## src/rtl/pipe_stage_reg.sv

```systemverilog
`default_nettype none
// ============================================================================
//  Module      : pipe_stage_reg
//  Description : Valid/ready pipeline stage register with an optional
//                two-entry skid buffer, hazard-unit stall/flush controls,
//                bubble-zeroing of control bits, and a saturating bubble
//                counter.
//  Ports       : clock, reset        - rising-edge clock, async active-high reset
//                in_valid/in_ready   - upstream handshake
//                in_ctrl/in_data     - upstream control bits / payload
//                stall, flush        - hazard unit freeze / discard
//                out_valid/out_ready - downstream handshake
//                out_ctrl/out_data   - held control bits / payload
//                occupancy           - entries held (0..2)
//                bubble_cnt          - saturating count of out_valid=0 edges
//  Revision    : 1.0 - initial release
// ============================================================================
module pipe_stage_reg #(
   parameter int DATA_W      = 64,
   parameter int CTRL_W      = 12,
   parameter int SKID_EN     = 1,
   parameter int BUBBLE_ZERO = 1
) (
   input  logic              clock,
   input  logic              reset,
   input  logic              in_valid,
   output logic              in_ready,
   input  logic [CTRL_W-1:0] in_ctrl,
   input  logic [DATA_W-1:0] in_data,
   input  logic              stall,
   input  logic              flush,
   output logic              out_valid,
   input  logic              out_ready,
   output logic [CTRL_W-1:0] out_ctrl,
   output logic [DATA_W-1:0] out_data,
   output logic [1:0]        occupancy,
   output logic [15:0]       bubble_cnt
);

   typedef enum logic [1:0] {
      EMPTY = 2'd0,
      ONE   = 2'd1,
      TWO   = 2'd2
   } state_t;

   state_t            state;
   logic [CTRL_W-1:0] main_ctrl;
   logic [DATA_W-1:0] main_data;
   logic [CTRL_W-1:0] skid_ctrl;
   logic [DATA_W-1:0] skid_data;
   logic              in_xfer;
   logic              out_xfer;

   // With the skid entry, in_ready depends only on registered state, which
   // breaks the out_ready -> in_ready combinational path. Without it, the
   // single entry can only be refilled in the cycle it drains.
   generate
      if (SKID_EN != 0) begin : g_skid_ready
         assign in_ready = ~stall & (state != TWO);
      end else begin : g_single_ready
         assign in_ready = ~stall & ((state == EMPTY) | out_ready);
      end
   endgenerate

   assign out_valid = (state != EMPTY) & ~stall;
   assign in_xfer   = in_valid & in_ready;
   assign out_xfer  = out_valid & out_ready;
   assign out_data  = main_data;
   assign occupancy = state;

   // Zeroing control on bubbles keeps RegWrite/MEM_WEN low downstream while
   // the stage is empty or frozen.
   generate
      if (BUBBLE_ZERO != 0) begin : g_bubble_zero
         assign out_ctrl = out_valid ? main_ctrl : '0;
      end else begin : g_ctrl_pass
         assign out_ctrl = main_ctrl;
      end
   endgenerate

   always_ff @(posedge clock or posedge reset) begin
      if (reset) begin
         state      <= EMPTY;
         main_ctrl  <= '0;
         main_data  <= '0;
         skid_ctrl  <= '0;
         skid_data  <= '0;
         bubble_cnt <= '0;
      end else begin
         // Counts independently of flush so hazard statistics survive it.
         if (!out_valid && (bubble_cnt != 16'hFFFF)) begin
            bubble_cnt <= bubble_cnt + 16'd1;
         end

         // Flush wins over stall and any handshake in the same cycle; data
         // fields are left as-is since ctrl=0 already neutralises them.
         if (flush) begin
            state     <= EMPTY;
            main_ctrl <= '0;
            skid_ctrl <= '0;
         end else begin
            case (state)
               EMPTY: begin
                  if (in_xfer) begin
                     main_ctrl <= in_ctrl;
                     main_data <= in_data;
                     state     <= ONE;
                  end
               end
               ONE: begin
                  if (in_xfer && out_xfer) begin
                     main_ctrl <= in_ctrl;
                     main_data <= in_data;
                  end else if (in_xfer) begin
                     // Only reachable with the skid entry enabled.
                     skid_ctrl <= in_ctrl;
                     skid_data <= in_data;
                     state     <= TWO;
                  end else if (out_xfer) begin
                     state <= EMPTY;
                  end
               end
               TWO: begin
                  if (out_xfer) begin
                     main_ctrl <= skid_ctrl;
                     main_data <= skid_data;
                     state     <= ONE;
                  end
               end
               default: begin
                  state <= EMPTY;
               end
            endcase
         end
      end
   end

endmodule
`default_nettype wire

```

## config.mk

```make
export PLATFORM = sky130hd
export DESIGN_NAME = pipe_stage_reg
export DESIGN_NICKNAME = d
export VERILOG_FILES = /design/src/rtl/pipe_stage_reg.sv
export SDC_FILE = /design/constraint.sdc
export NUM_CORES = 1
export LEC_CHECK = 0
export CAP_MARGIN = 10
export CELL_PAD_IN_SITES_DETAIL_PLACEMENT = 1
export CELL_PAD_IN_SITES_GLOBAL_PLACEMENT = 1
export CORE_UTILIZATION = 35
export CTS_BUF_LIST = sky130_fd_sc_hd__clkbuf_4 sky130_fd_sc_hd__clkbuf_8 sky130_fd_sc_hd__clkbuf_16
export CTS_CLUSTER_DIAMETER = 150
export DETAILED_ROUTE_END_ITERATION = 16
export GPL_ROUTABILITY_DRIVEN = 0
export PLACE_DENSITY_LB_ADDON = 0.08
export SKIP_LAST_GASP = 1
export SLEW_MARGIN = 20
export SYNTH_ARGS = -nofsm -noshare
export SYNTH_HDL_FRONTEND = slang
export SYNTH_SLANG_ARGS = --single-unit
export TNS_END_PERCENT = 50
```

## constraint.sdc

```tcl
create_clock -name clock -period 7.6 [get_ports clock]
set_clock_uncertainty 0.2 [all_clocks]
set_input_delay 2.28 -clock clock [delete_from_list [all_inputs] [get_ports clock]]
set_output_delay 2.28 -clock clock [all_outputs]
set_load 0.01 [all_outputs]
```

* Word level (Yosys, flattened, before mapping)
Index checks and enable logic that the tools add are counted.
Storage, ports and cells: register bits 170, input bits 82, output and inout port bits 96, word-level logic and storage cells 61
Cells by class: add/subtract/negate cells 1, eq/ne operators 13, mux-type cells 20, bitwise logic cells 7, reduce and logical (&&, ||, !) cells 14
Operator list (number):
- $mux 64 | 3
- $pmux 64 s3 | 1
- $mux 12 | 8
- $pmux 12 s3 | 1
- $add 16x1->16 const B | 1
- $ne 16x16->1 const B | 1
- $mux 2 | 6
- $ne 3x3->1 const B | 4
- $reduce_and 4->1 | 3
- $ne 2x2->1 const B | 5
- $pmux 2 s3 | 1
- $reduce_bool 2->1 | 3
- $reduce_and 5->1 | 1
- $and 1x1->1 | 4
- $ne 4x4->1 const B | 1
- $reduce_bool 4->1 | 1
- $not 1->1 | 3
- $reduce_and 3->1 | 1
- $reduce_bool 3->1 | 1
- $eq 2x1->1 const B | 1
- $eq 2x2->1 const B | 1
- $logic_and 1x1->1 | 2
- $logic_not 2->1 | 1
- $logic_not 1->1 | 1

* Depth between registers and ports, before layout
Gate-level depths: netlist of run 1.
word-level depth 8, depth in mapped cells 6, gate-level depth less buffers 5

* Worst setup path before layout of run 1
No wires, ideal clock.
path kind input -> output, from input stall, to output out_ctrl[10], arrival time 3.013 ns, data required time 5.120 ns, slack 2.107 ns, stages 3, buffers on the path 1, cells stage by stage o21ba_2 clkbuf_1 and2_1
On the way: word-level cells in the longest chain between the ends 3
Ends and longest elaborated chain:
- from (decl) | RTL line 30 | input logic stall,
- $not 1->1 | RTL line 65 | assign out_valid = (state != EMPTY) & ~stall;
- $and 1x1->1 | RTL line 65
- named net out_valid | RTL line 32 | output logic out_valid,
- $mux 12 | RTL line 75 | assign out_ctrl = out_valid ? main_ctrl : '0;
- to (decl) | RTL line 34 | output logic [CTRL_W-1:0] out_ctrl,
The timed path passes the listed nets, and every way through them passes these cells.

* Worst setup path in the final report of run 1
from input stall, to output out_ctrl[0]
On the way: word-level cells in the longest chain between the ends 3
Ends and longest elaborated chain (RTL line):
- $not 1->1 | 65
- $and 1x1->1 | 65
- $mux 12 | 75
Every way passes these cells.

==> results of run 1 <==
flip-flops by register name, indices dropped and copies added, names as in the netlist:
register / cells
skid_data: 64
skid_ctrl: 12
bubble_cnt: 16
out_data: 64
occupancy: 2
main_ctrl: 12
layout make-up:
cell class              instances  area (um2)  share of cell area, %
well taps                     275         344                   3.37
inverters                       3        16.3                  0.159
flip-flops and latches        170        4250                   41.6
repair buffers                187        1870                   18.3
clock buffers                  19         447                   4.37
clock inverters                12         138                   1.35
multi-input cells             368        3150                   30.8
metrics by stage:
step	util [%]	area [um2]
floorplan	-	7590
global placement	45.4	9610
detailed placement	45.4	9610
CTS	48.2	10200
global route	48.3	10200
finish	48.3	10200
cells by family (layout without fill, tap and decap cells):
family	Yosys count	in the layout	synth area share, %
compound gates	109	109	8.67
xor+xnor	13	13	1.50
fa+ha+maj	1	1	0.165
buf+inv	46	221	2.82
flops	170	170	56.1
mux	183	183	26.2
simple gates	62	62	4.62
worst max-delay path: stages:
cell and delay (ns):
clkdlybuf4s50_1 0.51, o21ba_2 0.58, and2_1 0.21, clkdlybuf4s50_1 0.54
worst max-delay path by stage:
stage,startpoint,end
after floorplan,reset,bubble_cnt[0]
after global placement,stall,out_ctrl[3]
after detailed placement,stall,out_ctrl[0]
after CTS,stall,out_ctrl[0]
after global routing,stall,out_ctrl[0]
final,stall,out_ctrl[0]
report_power, final:
part	internal, uW	total, uW	switching (uW)
clock	499	873	374
sequential	1070	1190	117
combinational	347	601	254
placed cells by master, fill, tap and decap left out, drive strengths merged:
| cell | synthesis | final |
|---|---|---|
| a311oi | 12 | 12 |
| nor3 | 4 | 4 |
| clkdlybuf4s50 | 0 | 177 |
| o21ai | 2 | 2 |
| and3 | 3 | 3 |
| a31oi | 37 | 37 |
| nor2 | 18 | 18 |
| buf | 26 | 10 |
| mux2 | 122 | 122 |
| or4b | 1 | 1 |
| and2 | 13 | 13 |
| clkbuf | 17 | 19 |
| clkinvlp | 0 | 2 |
| o21ba | 1 | 1 |
| clkinv | 1 | 5 |
| nor4b | 1 | 1 |
| o2111ai | 1 | 1 |
| inv | 2 | 6 |
| nor4 | 3 | 3 |
| nand4 | 4 | 4 |
| o2bb2ai | 1 | 1 |
| nor4bb | 1 | 1 |
| nand3 | 6 | 6 |
| dfrtp | 170 | 170 |
| mux2i | 61 | 61 |
| bufinv | 0 | 2 |
| ha | 1 | 1 |
| nand2 | 4 | 4 |
| xnor2 | 5 | 5 |
| nand2b | 1 | 1 |
| a21oi | 54 | 54 |
| and4 | 2 | 2 |
| xor2 | 8 | 8 |
| nor2b | 1 | 1 |
| a21o | 1 | 1 |
per-layer routing:
metal / vias to the layer above / part of all wire (%) / global-route usage, %
met4: 0 / 1.0 / 5.20
met2: 121 / 50 / 31.2
met1: 2723 / 43 / 22.3
met5: - / 0 / 0
met3: 15 / 5.9 / 5.81
li1: 2464 / - / -
==> metrics, run 1 <==
RSZ-0062 raised after global routing false; # nets final 830; Critical Path RT 5.12 ns; die area 22300 um2; hold_sp skid_data[12]; top-count cell post-synth dfrtp_1; flop-to-flop setup slack 4.56 ns; Least-Margin Pin Slew 1.01 ns; DP HPWL 12.8 mm; Slew Viols, Final 0; Post-Syn Area 7590 um2; flops & latches, synth 170; vias 5323; WHS 0.288 ns; initial antenna violation count 0; Hold-fix buffers, CTS 0; root buffer cell clkbuf_16; largest net degree at the start of global routing 97; hold-critical path depth 1; final number of setup-violating endpoints 0; critical path fanouts, max 24; Seq/Total Area, Yosys 56.1%; Ys Warns 0; core area 21200 um2; WL/cell 18.9 um; post_cts resized 0; CP Class input port to output port; Netlist cell types 38; FILL cells 2159; Sink Count 170; ant diodes 0; via/cell ratio 5.15; leakage 0.00467 uW; Clock Pin Slew Worst Setup and Hold Paths 0.07 ns; Fmax achieved 0.151 GHz; Chip Height 149 um; Critical Path Sink Type output port; width of the die 149 um; vias in the first global route 5888; first drt pass iteration count 4; RR Startpoint occupancy[1]; post-place setup slack 0.958 ns; Num CTS Buffers 17; Max H-tree Level 4; Worst-Skew Late Latency 0.42 ns; PortBufs 177; asr flop ratio synth 100%; RR Endpoint skid_data[8]; CTS tree done; syn_nets 667; Post-route DRC 0; period utilisation layout 86.9%; Tot Pwr 2660 uW; first-pass GRT wire length 31.7 mm; cell taking the most area after synthesis dfrtp_1; synth-to-layout area growth 34.7%; synth top area cells dfrtp_1 56%, mux2_2 15%, mux2i_1 8.0%, a21oi_1 3.6%, mux2_1 3.6%; setup tns final 0 ns; Crit path arrival time 4.12 ns; top cells by count, synth 170 x dfrtp_1, 98 x mux2_2, 61 x mux2i_1, 54 x a21oi_1, 37 x a31oi_1; worst vdd ir 0.160 mV; postcts setup bufs 0; status finished, final reports clean; Post-synth EDFFs 0; Placed Cells incl. Taps 1002; Top FF cell, synth dfrtp_1; HP Class register to register; Worst setup SP type input port; Rows 53; Post-Syn Instances 584; min Tclk post-route 6.60 ns; worst rel slew slack 32.6%; initial core utilization 35.9%; clk buf depth 2; worst reg2reg path depth 6; final worst setup slack 0.995 ns; maxcap violations 0; top cell type's share of synthesized area 56.1%; final std cells w/o fill 1034; GRT Overall Usage 18.4%; Routed Wire Length 19.5 mm; share of cells above drive strength 1 19.5%; P per Cell Area 261 nW/um2; average cell area after synthesis 13.0 um2; Worst Hold Path EP skid_data[12]; DRT iter0 DRCs 163; io pins 178; global route overflow 0; Post-DRT Antenna Nets 0; Hold Vio Cnt, Final 0
Note: power is estimated with default switching activity, not from simulation.
==> run 2, diff against run 1 <==
--- a/config.mk
+++ b/config.mk
@@ -19,4 +19,3 @@
 export SYNTH_ARGS = -nofsm -noshare
 export SYNTH_HDL_FRONTEND = slang
 export SYNTH_SLANG_ARGS = --single-unit
-export TNS_END_PERCENT = 50
==> results of run 2 <==
No change in the layout: final DEF, timing and power equal those of run 1.
